### src/rtl/bus_rr_arbiter_if.sv
// rtl/bus_rr_arbiter_if.sv - request-side and target-side bus bundle for the round-robin arbiter
interface bus_rr_arbiter_if #(
    parameter int NUM_MASTERS = 4,
    parameter int ADDR_WIDTH  = 32,
    parameter int DATA_WIDTH  = 32
);
    // Command codes: NULL=0, WR=1, RD=2. Response codes: NULL=0, DVA=1, ERR=3.
    logic [NUM_MASTERS-1:0][1:0]            s_MCmd;
    logic [NUM_MASTERS-1:0][ADDR_WIDTH-1:0] s_MAddr;
    logic [NUM_MASTERS-1:0][DATA_WIDTH-1:0] s_MData;
    logic [NUM_MASTERS-1:0]                 s_MRespAccept;
    logic [NUM_MASTERS-1:0]                 s_SCmdAccept;
    logic [NUM_MASTERS-1:0]                 s_SDataAccept;
    logic [NUM_MASTERS-1:0][1:0]            s_SResp;
    logic [NUM_MASTERS-1:0][DATA_WIDTH-1:0] s_SData;

    logic [1:0]            m_MCmd;
    logic [ADDR_WIDTH-1:0] m_MAddr;
    logic [DATA_WIDTH-1:0] m_MData;
    logic                  m_MRespAccept;
    logic                  m_SCmdAccept;
    logic [1:0]            m_SResp;
    logic [DATA_WIDTH-1:0] m_SData;

    modport slave (
        input  s_MCmd, s_MAddr, s_MData, s_MRespAccept,
        input  m_SCmdAccept, m_SResp, m_SData,
        output s_SCmdAccept, s_SDataAccept, s_SResp, s_SData,
        output m_MCmd, m_MAddr, m_MData, m_MRespAccept
    );

    modport master (
        output s_MCmd, s_MAddr, s_MData, s_MRespAccept,
        output m_SCmdAccept, m_SResp, m_SData,
        input  s_SCmdAccept, s_SDataAccept, s_SResp, s_SData,
        input  m_MCmd, m_MAddr, m_MData, m_MRespAccept
    );
endinterface

### src/rtl/bus_rr_arbiter.sv
// rtl/bus_rr_arbiter.sv - round-robin arbiter, one outstanding transaction, N masters onto one target
// Optional response timeout enabled by defining BUS_ARB_TIMEOUT_EN.
module bus_rr_arbiter #(
    parameter int NUM_MASTERS    = 4,
    parameter int ADDR_WIDTH     = 32,
    parameter int DATA_WIDTH     = 32,
    parameter int TIMEOUT_CYCLES = 255
) (
    input  logic                           Clk,
    input  logic                           MReset_n,
    bus_rr_arbiter_if.slave                bus,
    output logic [$clog2(NUM_MASTERS)-1:0] grant_idx,
`ifdef BUS_ARB_TIMEOUT_EN
    output logic                           timeout_o,
`endif
    output logic                           busy
);
    localparam int IDX_W = $clog2(NUM_MASTERS);
    localparam logic [1:0] CMD_NULL  = 2'd0;
    localparam logic [1:0] RESP_NULL = 2'd0;

    typedef enum logic [1:0] {IDLE, CMD, RESP} state_t;

    state_t           state_q, state_d;
    logic [IDX_W-1:0] grant_q, grant_d;
    logic [IDX_W-1:0] last_q, last_d;
    logic [IDX_W-1:0] pick, cand;
    logic             req_any;
    logic             resp_done;

`ifdef BUS_ARB_TIMEOUT_EN
    localparam int CNT_RAW = $clog2(TIMEOUT_CYCLES + 2);
    localparam int CNT_W   = (CNT_RAW < 8) ? 8 : ((CNT_RAW > 16) ? 16 : CNT_RAW);
    localparam logic [CNT_W-1:0] T_LIM = CNT_W'(TIMEOUT_CYCLES);

    logic [CNT_W-1:0] cnt_q, cnt_d;
    logic             timed_out;

    // Counter saturates one past the limit so the timeout pulse fires once.
    assign timed_out = (state_q == RESP) && (cnt_q >= T_LIM);
    assign timeout_o = (state_q == RESP) && (cnt_q == T_LIM);
    assign resp_done = timed_out || (bus.m_SResp != RESP_NULL);
`else
    assign resp_done = (bus.m_SResp != RESP_NULL);
`endif

    assign grant_idx = grant_q;
    assign busy      = (state_q != IDLE);

    // Walk from last+N down to last+1 so the nearest requester after last wins.
    always_comb begin
        req_any = 1'b0;
        pick    = last_q;
        cand    = '0;
        for (int i = NUM_MASTERS; i >= 1; i--) begin
            cand = IDX_W'((int'(last_q) + i) % NUM_MASTERS);
            if (bus.s_MCmd[cand] != CMD_NULL) begin
                req_any = 1'b1;
                pick    = cand;
            end
        end
    end

    always_ff @(posedge Clk) begin
        if (!MReset_n) begin
            state_q <= IDLE;
            grant_q <= '0;
            last_q  <= IDX_W'(NUM_MASTERS - 1);
`ifdef BUS_ARB_TIMEOUT_EN
            cnt_q   <= '0;
`endif
        end else begin
            state_q <= state_d;
            grant_q <= grant_d;
            last_q  <= last_d;
`ifdef BUS_ARB_TIMEOUT_EN
            cnt_q   <= cnt_d;
`endif
        end
    end

    always_comb begin
        state_d = state_q;
        grant_d = grant_q;
        last_d  = last_q;
`ifdef BUS_ARB_TIMEOUT_EN
        cnt_d   = cnt_q;
`endif
        case (state_q)
            IDLE: begin
                if (req_any) begin
                    grant_d = pick;
                    state_d = CMD;
                end
            end
            CMD: begin
                if (bus.s_MCmd[grant_q] == CMD_NULL) begin
                    state_d = IDLE;
                end else if (bus.m_SCmdAccept) begin
                    last_d  = grant_q;
                    state_d = RESP;
`ifdef BUS_ARB_TIMEOUT_EN
                    cnt_d   = '0;
`endif
                end
            end
            RESP: begin
`ifdef BUS_ARB_TIMEOUT_EN
                if (cnt_q <= T_LIM && (bus.m_SResp == RESP_NULL || cnt_q == T_LIM))
                    cnt_d = cnt_q + 1'b1;
`endif
                if (resp_done && bus.s_MRespAccept[grant_q])
                    state_d = IDLE;
            end
            default: state_d = IDLE;
        endcase
    end

    always_comb begin
        bus.m_MCmd        = CMD_NULL;
        bus.m_MAddr       = '0;
        bus.m_MData       = '0;
        bus.m_MRespAccept = 1'b0;
        bus.s_SCmdAccept  = '0;
        bus.s_SResp       = '0;
        bus.s_SData       = '0;
        case (state_q)
            IDLE: begin
`ifdef BUS_ARB_TIMEOUT_EN
                bus.m_MRespAccept = 1'b1;
`endif
            end
            CMD: begin
                bus.m_MCmd                = bus.s_MCmd[grant_q];
                bus.m_MAddr               = bus.s_MAddr[grant_q];
                bus.m_MData               = bus.s_MData[grant_q];
                bus.s_SCmdAccept[grant_q] = bus.m_SCmdAccept;
            end
            RESP: begin
                bus.m_MRespAccept    = bus.s_MRespAccept[grant_q];
                bus.s_SResp[grant_q] = bus.m_SResp;
                bus.s_SData[grant_q] = bus.m_SData;
`ifdef BUS_ARB_TIMEOUT_EN
                if (timed_out) begin
                    bus.s_SResp[grant_q] = 2'd3;
                    bus.s_SData[grant_q] = '0;
                end
`endif
            end
            default: ;
        endcase
    end

    assign bus.s_SDataAccept = bus.s_SCmdAccept;
endmodule

### src/flat_wrapper.sv
// flat-port wrapper written by rule: the top's interface ports become plain ports
module bus_rr_arbiter_flat 
#(
    parameter int NUM_MASTERS    = 4,
    parameter int ADDR_WIDTH     = 32,
    parameter int DATA_WIDTH     = 32,
    parameter int TIMEOUT_CYCLES = 255
)
  (Clk, MReset_n, grant_idx, busy, bus_s_MCmd, bus_s_MAddr, bus_s_MData, bus_s_MRespAccept, bus_m_SCmdAccept, bus_m_SResp, bus_m_SData, bus_s_SCmdAccept, bus_s_SDataAccept, bus_s_SResp, bus_s_SData, bus_m_MCmd, bus_m_MAddr, bus_m_MData, bus_m_MRespAccept);
  bus_rr_arbiter_if #(.NUM_MASTERS(NUM_MASTERS), .ADDR_WIDTH(ADDR_WIDTH), .DATA_WIDTH(DATA_WIDTH)) bus_i ();
  input  logic Clk;
  input  logic MReset_n;
  output logic [$clog2(NUM_MASTERS)-1:0] grant_idx;
  output logic busy;
  input wire logic [$bits(bus_i.s_MCmd)-1:0] bus_s_MCmd;
  input wire logic [$bits(bus_i.s_MAddr)-1:0] bus_s_MAddr;
  input wire logic [$bits(bus_i.s_MData)-1:0] bus_s_MData;
  input wire logic [$bits(bus_i.s_MRespAccept)-1:0] bus_s_MRespAccept;
  input wire logic [$bits(bus_i.m_SCmdAccept)-1:0] bus_m_SCmdAccept;
  input wire logic [$bits(bus_i.m_SResp)-1:0] bus_m_SResp;
  input wire logic [$bits(bus_i.m_SData)-1:0] bus_m_SData;
  output wire logic [$bits(bus_i.s_SCmdAccept)-1:0] bus_s_SCmdAccept;
  output wire logic [$bits(bus_i.s_SDataAccept)-1:0] bus_s_SDataAccept;
  output wire logic [$bits(bus_i.s_SResp)-1:0] bus_s_SResp;
  output wire logic [$bits(bus_i.s_SData)-1:0] bus_s_SData;
  output wire logic [$bits(bus_i.m_MCmd)-1:0] bus_m_MCmd;
  output wire logic [$bits(bus_i.m_MAddr)-1:0] bus_m_MAddr;
  output wire logic [$bits(bus_i.m_MData)-1:0] bus_m_MData;
  output wire logic [$bits(bus_i.m_MRespAccept)-1:0] bus_m_MRespAccept;
  assign bus_i.s_MCmd = bus_s_MCmd;
  assign bus_i.s_MAddr = bus_s_MAddr;
  assign bus_i.s_MData = bus_s_MData;
  assign bus_i.s_MRespAccept = bus_s_MRespAccept;
  assign bus_i.m_SCmdAccept = bus_m_SCmdAccept;
  assign bus_i.m_SResp = bus_m_SResp;
  assign bus_i.m_SData = bus_m_SData;
  assign bus_s_SCmdAccept = bus_i.s_SCmdAccept;
  assign bus_s_SDataAccept = bus_i.s_SDataAccept;
  assign bus_s_SResp = bus_i.s_SResp;
  assign bus_s_SData = bus_i.s_SData;
  assign bus_m_MCmd = bus_i.m_MCmd;
  assign bus_m_MAddr = bus_i.m_MAddr;
  assign bus_m_MData = bus_i.m_MData;
  assign bus_m_MRespAccept = bus_i.m_MRespAccept;
  bus_rr_arbiter #(.NUM_MASTERS(NUM_MASTERS), .ADDR_WIDTH(ADDR_WIDTH), .DATA_WIDTH(DATA_WIDTH), .TIMEOUT_CYCLES(TIMEOUT_CYCLES)) u_core (.Clk(Clk), .MReset_n(MReset_n), .bus(bus_i), .grant_idx(grant_idx), .busy(busy));
endmodule
### config.mk
export PLATFORM = sky130hd
export DESIGN_NAME = bus_rr_arbiter_flat
export DESIGN_NICKNAME = d
export VERILOG_FILES = /design/src/rtl/bus_rr_arbiter_if.sv /design/src/rtl/bus_rr_arbiter.sv /design/src/flat_wrapper.sv
export SDC_FILE = /design/constraint.sdc
export NUM_CORES = 1
export LEC_CHECK = 0
export CAP_MARGIN = 15
export CELL_PAD_IN_SITES_DETAIL_PLACEMENT = 0
export CELL_PAD_IN_SITES_GLOBAL_PLACEMENT = 1
export CORE_AREA = 3 3 202 204
export CTS_BUF_LIST = sky130_fd_sc_hd__clkbuf_4 sky130_fd_sc_hd__clkbuf_8
export CTS_CLUSTER_SIZE = 12
export DETAILED_ROUTE_END_ITERATION = 16
export DIE_AREA = 0 0 205 207
export PLACE_DENSITY_LB_ADDON = 0.05
export SETUP_SLACK_MARGIN = 0.5
export SYNTH_ARGS = -nofsm -noshare
export SYNTH_HDL_FRONTEND = slang
export SYNTH_SLANG_ARGS = --single-unit
### constraint.sdc
create_clock -name Clk -period 2 [get_ports Clk]
set_input_delay 0.6 -clock Clk [delete_from_list [all_inputs] [get_ports Clk]]
set_output_delay 0.6 -clock Clk [all_outputs]
set_load 0.01 [all_outputs]
# [Word level (Yosys, flattened, before mapping)]
# Cells that the tools add are included.
[totals] elab_cells=77 inputBits=305 regBits=6
[op_classes] add_sub_neg=4 magnitude_cmp=6 n_bitwise=4 n_mux=42 n_eq_ne=5 n_reduce_logical=13
[ops] op="$mux 32" n=5
[ops] op="$and 128x128->128" n=1
[ops] op="$bmux 32 s2" n=2
[ops] op="$mux 128" n=1
[ops] op="$demux 32 s2" n=1
[ops] op="$mux 2" n=15
[ops] op="$bmux 2 s2" n=5
[ops] op="$lt 2x3->1 const B" n=5
[ops] op="$reduce_bool 2->1" n=6
[ops] op="$and 8x8->8" n=1
[ops] op="$mux 8" n=1
[ops] op="$mux 1" n=7
[ops] op="$pmux 2 s3" n=1
[ops] op="$reduce_and 3->1" n=2
[ops] op="$add 2x1->2 const B" n=2
[ops] op="$add 2x2->2 const B" n=2
[ops] op="$and 4x4->4" n=1
[ops] op="$demux 2 s2" n=1
[ops] op="$logic_not 2->1" n=2
[ops] op="$mux 4" n=1
[ops] op="$ne 2x1->1 const B" n=2
[ops] op="$ne 3x2->1 const B" n=1
[ops] op="$bmux 1 s2" n=1
[ops] op="$demux 1 s2" n=1
[ops] op="other kinds (6)" n=7

# [Depth between registers and ports, before layout]
# Gate-level depths: netlist of run 1.
[depth] ltp_word=10 depth_mapped=6 mapped_depth_nobuf=4

# [Worst setup path before layout of run 1]
# OpenSTA, ideal clock, no wires.
[synth_path] path_type="reg2out" start="register u_core.grant_q[0] (netlist: u_core.grant_idx[0])" end="output port bus_s_SDataAccept[0]" arrival_time_ns=1.456 setup_slack_ns=-0.056 path_stages_with_launch=7 path_cell_list="dfxtp_1 > buf_6 > buf_4 > or2_2 > buf_2 > nor2_1 > buf_4"
[synth_via] elab_chain_len=6
[synth_lines] element="start, declared" line_no="bus_rr_arbiter.sv:25" source="logic [IDX_W-1:0] grant_q, grant_d;"
[synth_lines] element="start signal, assigned" line_no="bus_rr_arbiter.sv:74" source="grant_q <= grant_d;"
[synth_lines] element="$lt 2x3->1 (implied by the code) / $ge 2x1->1 (equally long branches)" line_no="bus_rr_arbiter.sv:137" source="bus.s_SCmdAccept[grant_q] = bus.m_SCmdAccept;"
[synth_lines] element="$logic_and 1x1->1 (implied by the code)" line_no="bus_rr_arbiter.sv:137"
[synth_lines] element="$mux 1 (implied by the code)" line_no="bus_rr_arbiter.sv:137"
[synth_lines] element="$demux 1 s2 (*)"
[synth_lines] element="$and 4x4->4 (no line) (*)"
[synth_lines] element="$mux 4 (*)" line_no="bus_rr_arbiter.sv:127" source="case (state_q)"
[synth_lines] element="end, declared" line_no="flat_wrapper.sv:23" source="output wire logic [$bits(bus_i.s_SDataAccept)-1:0] bus_s_SDataAccept;"
# Mark *: on every way between the ends. The rest lies on a longest branch, timed or not.

# [Final worst setup path of run 1]
[layout_path] start="register u_core.grant_q[0] (netlist: u_core.grant_idx[0])" end="output port bus_m_MCmd[0]"
[layout_via] elab_chain_len=3
[layout_lines] element="$bmux 2 s2" line_no="bus_rr_arbiter.sv:134" source="bus.m_MCmd = bus.s_MCmd[grant_q];"
[layout_lines] element="$mux 2 (implied by the code)" line_no="bus_rr_arbiter.sv:134"
[layout_lines] element="$mux 2" line_no="bus_rr_arbiter.sv:127"
[layout_lines] element="end, declared" line_no="flat_wrapper.sv:26" source="output wire logic [$bits(bus_i.m_MCmd)-1:0] bus_m_MCmd;"
# Every way passes these cells. The select of a mux whose other input is x is not followed.

==> results.cfg, run 1 <==
[finish]
final_area_sq_mm = 0.01352
design.final.nets = 1371
areaGrowthSynthToFinish_pct = 311.9
drive_gt1_share_pct = 67.23
final_cells = 1600

[clocking]
root_buffer = clkbuf_8
numCtsBuffers = 3
cts.sinks = 6
clockBufferDepth = 2
path_clk_slew_ps = 40
cts_tree = done
cts_hold_buf = 0
h-tree-depth = 1
clkLatencyLatePin_ps = 220

[floorplanning]
num_rows = 73
core_sq_mm = 0.03946
ios = 519
die_h_um = 207
die_w_um = 205
die_area_sq_mm = 0.04244
initial_utilization_pct = 8.317

[detailed_routing]
first_pass_iters = 4
ant_nets = 0
avgRoutedWirePerCell_um = 20.93
drc = 0
finalWirelength_um = 33480
via_count = 5965
drt_iter0_drc = 87
viasPerCell = 3.728

[synthesis]
synthTopCellsByArea = mux4_2, nor2b_1, nor2_1
synth_area_per_cell_sq_um = 8.225
synth-async-reset-ratio_pct = 0
synth_ff_type = dfxtp_1
synthTopCellsByCount = nor2_1, mux4_2, nor2b_1
ys_seq_elements = 6
ys_warn_count = 0
synthDistinctLibCells = 29
yosysTopAreaCell = mux4_2
synth_top_area_share_pct = 45.98
synth_cells = 399
synth-seq-area-share_pct = 3.660
syn_area_sq_mm = 0.003282
synth_most_common_cell = nor2_1
synth_nets = 704
synth_edf_count = 0

[sta]
hold_viol = 0
postLayoutSetupSlackWorst_ps = -352.2
finalCritPeriodShare_pct = 117.6
setup_viol = 212
finalSetupTns_ps = -42330
rsz0062_at_grt = true
worst_slew_pin_slew_ps = 291.5
skew_ps = 1.389
finalMaxSlewViolations = 0
final.min_clock_period_ps = 2352
finalHoldWorstSlack_ps = 577.5
relSlewSlack_pct = 80.57
fmax_ghz = 0.4251

[global_routing]
grt_pass1_vias = 6634
grt-ovfl-total = 0
grt_pass1_wl_um = 46270
antenna_found_initial = 21
grt_max_degree = 34
grt_use_total_pct = 14.86

[power_and_ir_drop]
ir_drop_mv = 0.1642
p_int_uw = 2659
power_frac_seq_pct = 3.8
cellPowerDensity_mw_per_mm2 = 316.3
clock_power_share_pct = 4.7
p_sw_share_pct = 37.83
share_comb_of_total_power_pct = 91.5
p_leak_uw = 0.005593
power_switching_uw = 1618

[hold_path]
hp-start = u_core.last_q[0]
holdPathEnd = u_core.grant_idx[0]
hp-class = flop to flop
whs_path_depth = 2

[place]
gp_congestion = 0.8540
dp_hpwl_um = 26480
post_dp_cell_area_sq_mm = 0.01074
io_buffers = 518
dp_cells = 1450

[job]
max_cap_viol_count = 0

[worst_setup_path]
reg2reg_depth = 8
r2r-end = u_core.last_q[1]
rrSetupSlack_ps = -30
start_kind = flop
worstPathArrival_ps = 1750
timing.rr.start = u_core.grant_idx[0]
worst_setup_path_end_kind = output port
crit_required_ps = 1400
crit_type = flop to output port
path_max_fanout = 6

[run_status]
status = finished, violations left
violations = setup timing
## power by group through the flow
stage          Sequential [uW]  Combinational [uW]  Clock (uW)
6_report                   161                3910         202
5_1_grt                    163                4140         218
4_1_cts                    160                3650         208
3_5_place_dp               162                2920           0
3_3_place_gp               161                2910           0
2_1_floorplan              151                1580           0
## kinds of logic after synthesis
logic type | share of synthesized area, %
muxes | 46.89
AOI/OAI and AO/OA | 3.279
and+or+nand+nor | 38.96
buffers and inverters | 7.206
DFF | 3.660
## layout by cell type, fill, tap and decap left out, types with 5 or more instances in the layout
cell type / count
and2_4: 35
buf_12: 56
buf_16: 26
buf_2: 29
buf_4: 33
buf_6: 245
buf_8: 21
clkdlybuf4s50_1: 35
diode_2: 10
dlygate4sd2_1: 259
mux4_2: 67
nand2_1: 5
nand2_4: 5
nand2_8: 29
nor2_4: 106
nor2b_1: 28
nor2b_4: 39
## critical path: stages (launching register included)
cell and delay [ps]:
dfxtp_4 400, buf_12 150, buf_8 120, mux4_2 540, nor2b_1 160, buf_4 160
## final cells by class
cell class                      instances  area [sq um]
Timing Repair Buffer                  708          7960
Antenna cell                           10         25.02
Multi-Input combinational cell        347          4698
Sequential cell                         6         130.1
Fill cell                            4058         25940
Tap cell                              525         656.9
Clock buffer                            4         48.80
## state kept, by name, summed over array words and instances, names as in the netlist
name              count
u_core.last_q         2
u_core.state_q        2
u_core.grant_idx      2
## timing repair
item | CTS | global route
resized for setup | 1498 | 151
cloned | 20 | 0
pin swaps | 35 | 68
setup buffers | 82 | 34
endpoints found under the setup margin | 220 | 220
## worst max-delay path by stage
stage / startpoint / endpoint / slack (ps)
after floorplan: u_core.grant_idx[0] / bus_m_MAddr[19] / 90
after global placement: bus_s_MCmd[6] / bus_m_MCmd[0] / -880
after detailed placement: bus_s_MCmd[5] / bus_m_MCmd[1] / -870
after CTS: u_core.grant_idx[0] / bus_m_MCmd[0] / -380
after global routing: u_core.grant_idx[0] / bus_m_MCmd[0] / -400
final: u_core.grant_idx[0] / bus_m_MCmd[0] / -350
## through the flow
step / power (uW) / setup WS, ps / util [%]
2_1_floorplan: 1734 / 87.50 / -
5_1_grt: 4519 / -400.3 / 34.24
3_5_place_dp: 3082 / -873.3 / 27.21
6_report: 4277 / -352.2 / 34.26
3_3_place_gp: 3076 / -880.2 / 27.21
4_1_cts: 4019 / -379.0 / 31.72
## layer usage
layer  vias to the layer above  global-route usage (%)  part of all wire, %  routed length [um]
li1                       2759                       -                    -                   -
met1                      2854                   13.71                   31               10300
met2                       287                   30.88                   58               19490
met3                        47                   5.721                  9.6                3212
met4                        18                   1.556                  1.0                 344
met5                         -                       0                 0.38                 126
Note: power is estimated with default switching activity, not from simulation.
==> run 2: changes to the inputs <==
Settings changed: CORE_AREA 3 3 202 204 to 3 3 199 201, DIE_AREA 0 0 205 207 to 0 0 202 204, DONT_BUFFER_PORTS from default to 1, PLACE_DENSITY_LB_ADDON 0.05 to 0.1.
==> run 2 against run 1 <==
The flow still finishes with violations (setup timing). Global-route usage decreased by 4.4 points. Combinational power decreased by 39%. Worst setup slack improved by 120 ps. First-iteration DRC count increased by 48%. Non-clock buffer count decreased by 630. Clock skew increased by 0.60 ps. Via count decreased by 41%.
==> results.cfg, run 2 (synthesis results as in run 1) <==
[run_status]
status = finished, violations left
violations = setup timing

[detailed_routing]
avgRoutedWirePerCell_um = 24.68
first_pass_iters = 4
drc = 0
ant_nets = 0
finalWirelength_um = 23370
viasPerCell = 3.718
via_count = 3521
drt_iter0_drc = 129

[sta]
relSlewSlack_pct = 61.79
finalMaxSlewViolations = 0
worst_slew_pin_slew_ps = 573.2
fmax_ghz = 0.4488
rsz0062_at_grt = true
postLayoutSetupSlackWorst_ps = -228.2
final.min_clock_period_ps = 2228
hold_viol = 0
setup_viol = 208
finalCritPeriodShare_pct = 111.4
skew_ps = 1.991

[place]
gp_congestion = 0.7956
post_dp_cell_area_sq_mm = 0.005290
dp_cells = 897
dp_slack_ps = -87.03
dp_hpwl_um = 18250
io_buffers = 0

[power_and_ir_drop]
share_comb_of_total_power_pct = 87.5
clock_power_share_pct = 6.6
p_int_uw = 1528
power_frac_seq_pct = 5.9
p_sw_share_pct = 44.00
cellPowerDensity_mw_per_mm2 = 415.4
p_leak_uw = 0.001913
ir_drop_mv = 0.2032
power_switching_uw = 1201

[floorplanning]
die_w_um = 202
die_area_sq_mm = 0.04121
die_h_um = 204
core_sq_mm = 0.03776
ios = 519
initial_utilization_pct = 8.693
num_rows = 71

[worst_setup_path]
cp-startpoint = u_core.grant_idx[0]
start_kind = flop
cpPeakStageDelay_ps = 390
critPathBufInv = 4
crit_type = flop to output port
cp_top_family = buffers and inverters
path_cells = buf_12 -> buf_16 -> or2_4 -> buf_12 -> buf_16 -> nor2_4
worstPathArrival_ps = 1630
crit_slowest_cell = dfxtp_4
crit_required_ps = 1400
rrSetupSlack_ps = 80
path_max_fanout = 6
timing.rr.start = u_core.grant_idx[0]
worst_setup_path_end_kind = output port

[finish]
final_util_pct = 17.40
multi_input_area_sq_mm = 0.004358
final_cells = 947
design.final.nets = 741
mostFrequentLayoutCells = nor2_4, mux4_2, nor2b_4
drive_gt1_share_pct = 88.94
final_area_sq_mm = 0.006570
fill_cells = 4147
areaGrowthSynthToFinish_pct = 100.2
final_common_cell = nor2_4
seq_area_sq_um = 130.1

[global_routing]
grt-ovfl-total = 0
grt_pass1_wl_um = 32000
grt_max_degree = 40
grt_pass1_vias = 4094
grt_use_total_pct = 10.49
antenna_found_initial = 4

[clocking]
root_buffer = clkbuf_8
numCtsBuffers = 3
cts.sinks = 6
cts_tree = done
h-tree-depth = 1
clkLatencyLatePin_ps = 220
clockBufferDepth = 2
path_clk_slew_ps = 40

[hold_path]
hp-start = MReset_n
hp-class = input port to flop

[job]
max_cap_viol_count = 0
-- run 2: changes by cell type in the layout (fill, tap and decap cells not counted), moves of 19 or more --
| cell | delta |
|---|---|
| buf_8 | -19 |
| dlygate4sd2_1 | -259 |
| buf_6 | -229 |
| clkdlybuf4s50_1 | -35 |
| buf_2 | -29 |
| nand2_8 | -27 |
| nand2_2 | +28 |
| buf_12 | -37 |
-- run 2: power groups by stage --
stage	logic [uW]	clock network, uW	registers, uW
finish	2390	181	161
global route	2530	196	163
CTS	2340	186	160
detailed placement	1720	0	176
global placement	1710	0	174
floorplan	1580	0	151
-- run 2: repair_timing --
action | in CTS | in global routing
hold buffers | 0 | 0
setup endpoints to repair | 219 | 219
gates cloned | 19 | 1
resized for setup | 68 | 46
buffers inserted | 21 | 4
pin swaps | 22 | 9
-- run 2: path summary, 6_finish.rpt --
check	end	cells past startpoint
min	u_core.last_q[0]	1
max reg2reg	u_core.last_q[1]	6
max	bus_s_SData[26]	6
min reg2reg	u_core.grant_idx[0]	2
-- run 2: layout make-up --
| class | count | area share, % |
|---|---|---|
| antenna | 2 | 0.07618 |
| clock buffer | 3 | 0.6285 |
| multi-input combinational | 347 | 66.33 |
| sequential | 6 | 1.981 |
| tap | 511 | 9.731 |
| timing repair buffer | 78 | 21.25 |
-- run 2: metal layers --
| metal | track usage (%) | wire (um) |
|---|---|---|
| met4 | 1.121 | 184 |
| met2 | 22.07 | 14050 |
| met1 | 10.07 | 7081 |
| met5 | 0 | 27 |
| met3 | 3.360 | 2033 |
-- run 2: metrics by stage --
step	power, uW	hold slack, ps	TNS [ps]
2_1_floorplan	1734	490.2	0
3_3_place_gp	1886	570.1	-580.5
3_5_place_dp	1892	558.3	-1081
4_1_cts	2683	444.2	-33880
5_1_grt	2890	442.3	-40250
6_report	2729	446.1	-29020
==> run 3: changes to the inputs <==
Settings changed: CORE_AREA 3 3 199 201 to 2 2 203 205, DIE_AREA 0 0 202 204 to 0 0 205 207, RECOVER_POWER from default to 100.
==> run 3 against run 2 <==
Via count grew 0.43%. Final cell count up 3.7%. Clock skew increased by 5.7 ps. Count of clock-buffer cells in the layout is 1 higher. Worst hold slack got worse by 6.2 ps. Flip-flop and latch count unchanged. Critical endpoint is now bus_m_MCmd[0]. Critical path type unchanged. Sequential power about the same. The flow still finishes with violations (setup timing). Register-to-register slack improved by 30 ps. Critical path depth fell by 2. First-iteration DRC count fell by 19%. Non-clock buffer count grew 12. Worst setup slack improved by 1.3 ps.
==> results.cfg, run 3 (synthesis results as in run 1) <==
[clocking]
root_buffer = clkbuf_8
clockBufferDepth = 2
cts_tree = done
path_clk_slew_ps = 40
clkLatencyLatePin_ps = 230
cts.sinks = 6
numCtsBuffers = 3
h-tree-depth = 1
cts_hold_buf = 0

[detailed_routing]
ant_nets = 0
finalWirelength_um = 22450
first_pass_iters = 3
drc = 0
drt_iter0_drc = 104
avgRoutedWirePerCell_um = 22.86
via_count = 3536
viasPerCell = 3.601

[sta]
postLayoutSetupSlackWorst_ps = -226.9
skew_ps = 7.712
fmax_ghz = 0.4491
relSlewSlack_pct = 68.60
hold_viol = 0
finalHoldWorstSlack_ps = 439.9
setup_viol = 204
finalMaxSlewViolations = 0
finalCritPeriodShare_pct = 111.3
rsz0062_at_grt = true
final.min_clock_period_ps = 2227
worst_slew_pin_slew_ps = 471.0

[finish]
final_common_cell = nor2_4
fill_cells = 4437
areaGrowthSynthToFinish_pct = 110.0
mostFrequentLayoutCells = nor2_4, mux4_2, nor2b_4
final_cells = 982
final_area_sq_mm = 0.006893
design.final.nets = 753
drive_gt1_share_pct = 89.26

[worst_setup_path]
start_kind = flop
critical_path_depth = 4
path_cells = buf_12 -> mux4_2 -> nor2b_4 -> buf_6
worst_setup_path_end_kind = output port
path_max_fanout = 8
crit_slowest_cell = mux4_2
critPathBufInv = 2
crit_required_ps = 1400
crit_type = flop to output port
worstPathArrival_ps = 1630
reg2reg_depth = 7
cp_top_family = multiplexers
cpPeakStageDelay_ps = 550

[place]
post_dp_cell_area_sq_mm = 0.005341
dp_cells = 918
io_buffers = 0
gp_congestion = 0.7985
dp_slack_ps = -46.39
dp_hpwl_um = 17080

[global_routing]
grt_use_total_pct = 9.816
grt_max_degree = 36
grt_pass1_wl_um = 30490
grt-ovfl-total = 0
antenna_found_initial = 3
grt_pass1_vias = 4080

[floorplanning]
ios = 519
die_w_um = 205
die_area_sq_mm = 0.04244
initial_utilization_pct = 8.130
core_sq_mm = 0.04037
die_h_um = 207
num_rows = 74

[job]
max_cap_viol_count = 0

[run_status]
violations = setup timing
status = finished, violations left

[power_and_ir_drop]
p_leak_uw = 0.002104
p_total_uw = 2889
cellPowerDensity_mw_per_mm2 = 419.2
ir_drop_mv = 0.1522

[hold_path]
hp-class = input port to flop
whs_path_depth = 1
## run 3: final timing paths
check	start	to	slack, ps
worst max-delay path	u_core.grant_idx[0]	bus_m_MCmd[0]	-230
worst min-delay path	MReset_n	u_core.last_q[1]	440
worst max register to register	u_core.grant_idx[0]	u_core.last_q[0]	110
worst min register to register	u_core.last_q[0]	u_core.grant_idx[0]	560
## run 3: stage by stage
step | util, % | TNS, ps
after floorplan | - | 0
after global placement | 13.23 | -72.75
after detailed placement | 13.23 | -134.5
after CTS | 16.58 | -31230
after global routing | 17.07 | -38010
final | 17.07 | -26450
## run 3: per-layer routing
metal  track usage (%)  vias up  wire length, um
li1                  -     1507                -
met1             9.087     1755             6956
met2             20.82      270            13350
met3             3.099        4             2071
met4            0.9675        0               74
met5                 0        -                0
## run 3: layout make-up
class | count | area (sq um) | share of cell area (%)
Tap cell | 532 | 665.6 | 9.657
Sequential cell | 6 | 130.1 | 1.888
Timing Repair Buffer | 90 | 1579 | 22.91
Clock buffer | 4 | 48.80 | 0.7079
Antenna cell | 3 | 7.507 | 0.1089
Multi-Input combinational cell | 347 | 4462 | 64.73
## run 3: where the power goes
part	leakage (uW)	total, uW	switching (uW)	internal (uW)
combinational	0.00203	2520	1170	1350
sequential	0.0000514	160	24.7	135
clock	0.0000262	212	60.7	151
## run 3: timing repair
item                       4_1_cts  5_1_grt
hold endpoints to repair         0        0
setup buffers                   33        5
cloned                          17        2
pin swaps                       27        7
gates resized for setup        126       22
setup endpoints to repair      220      218
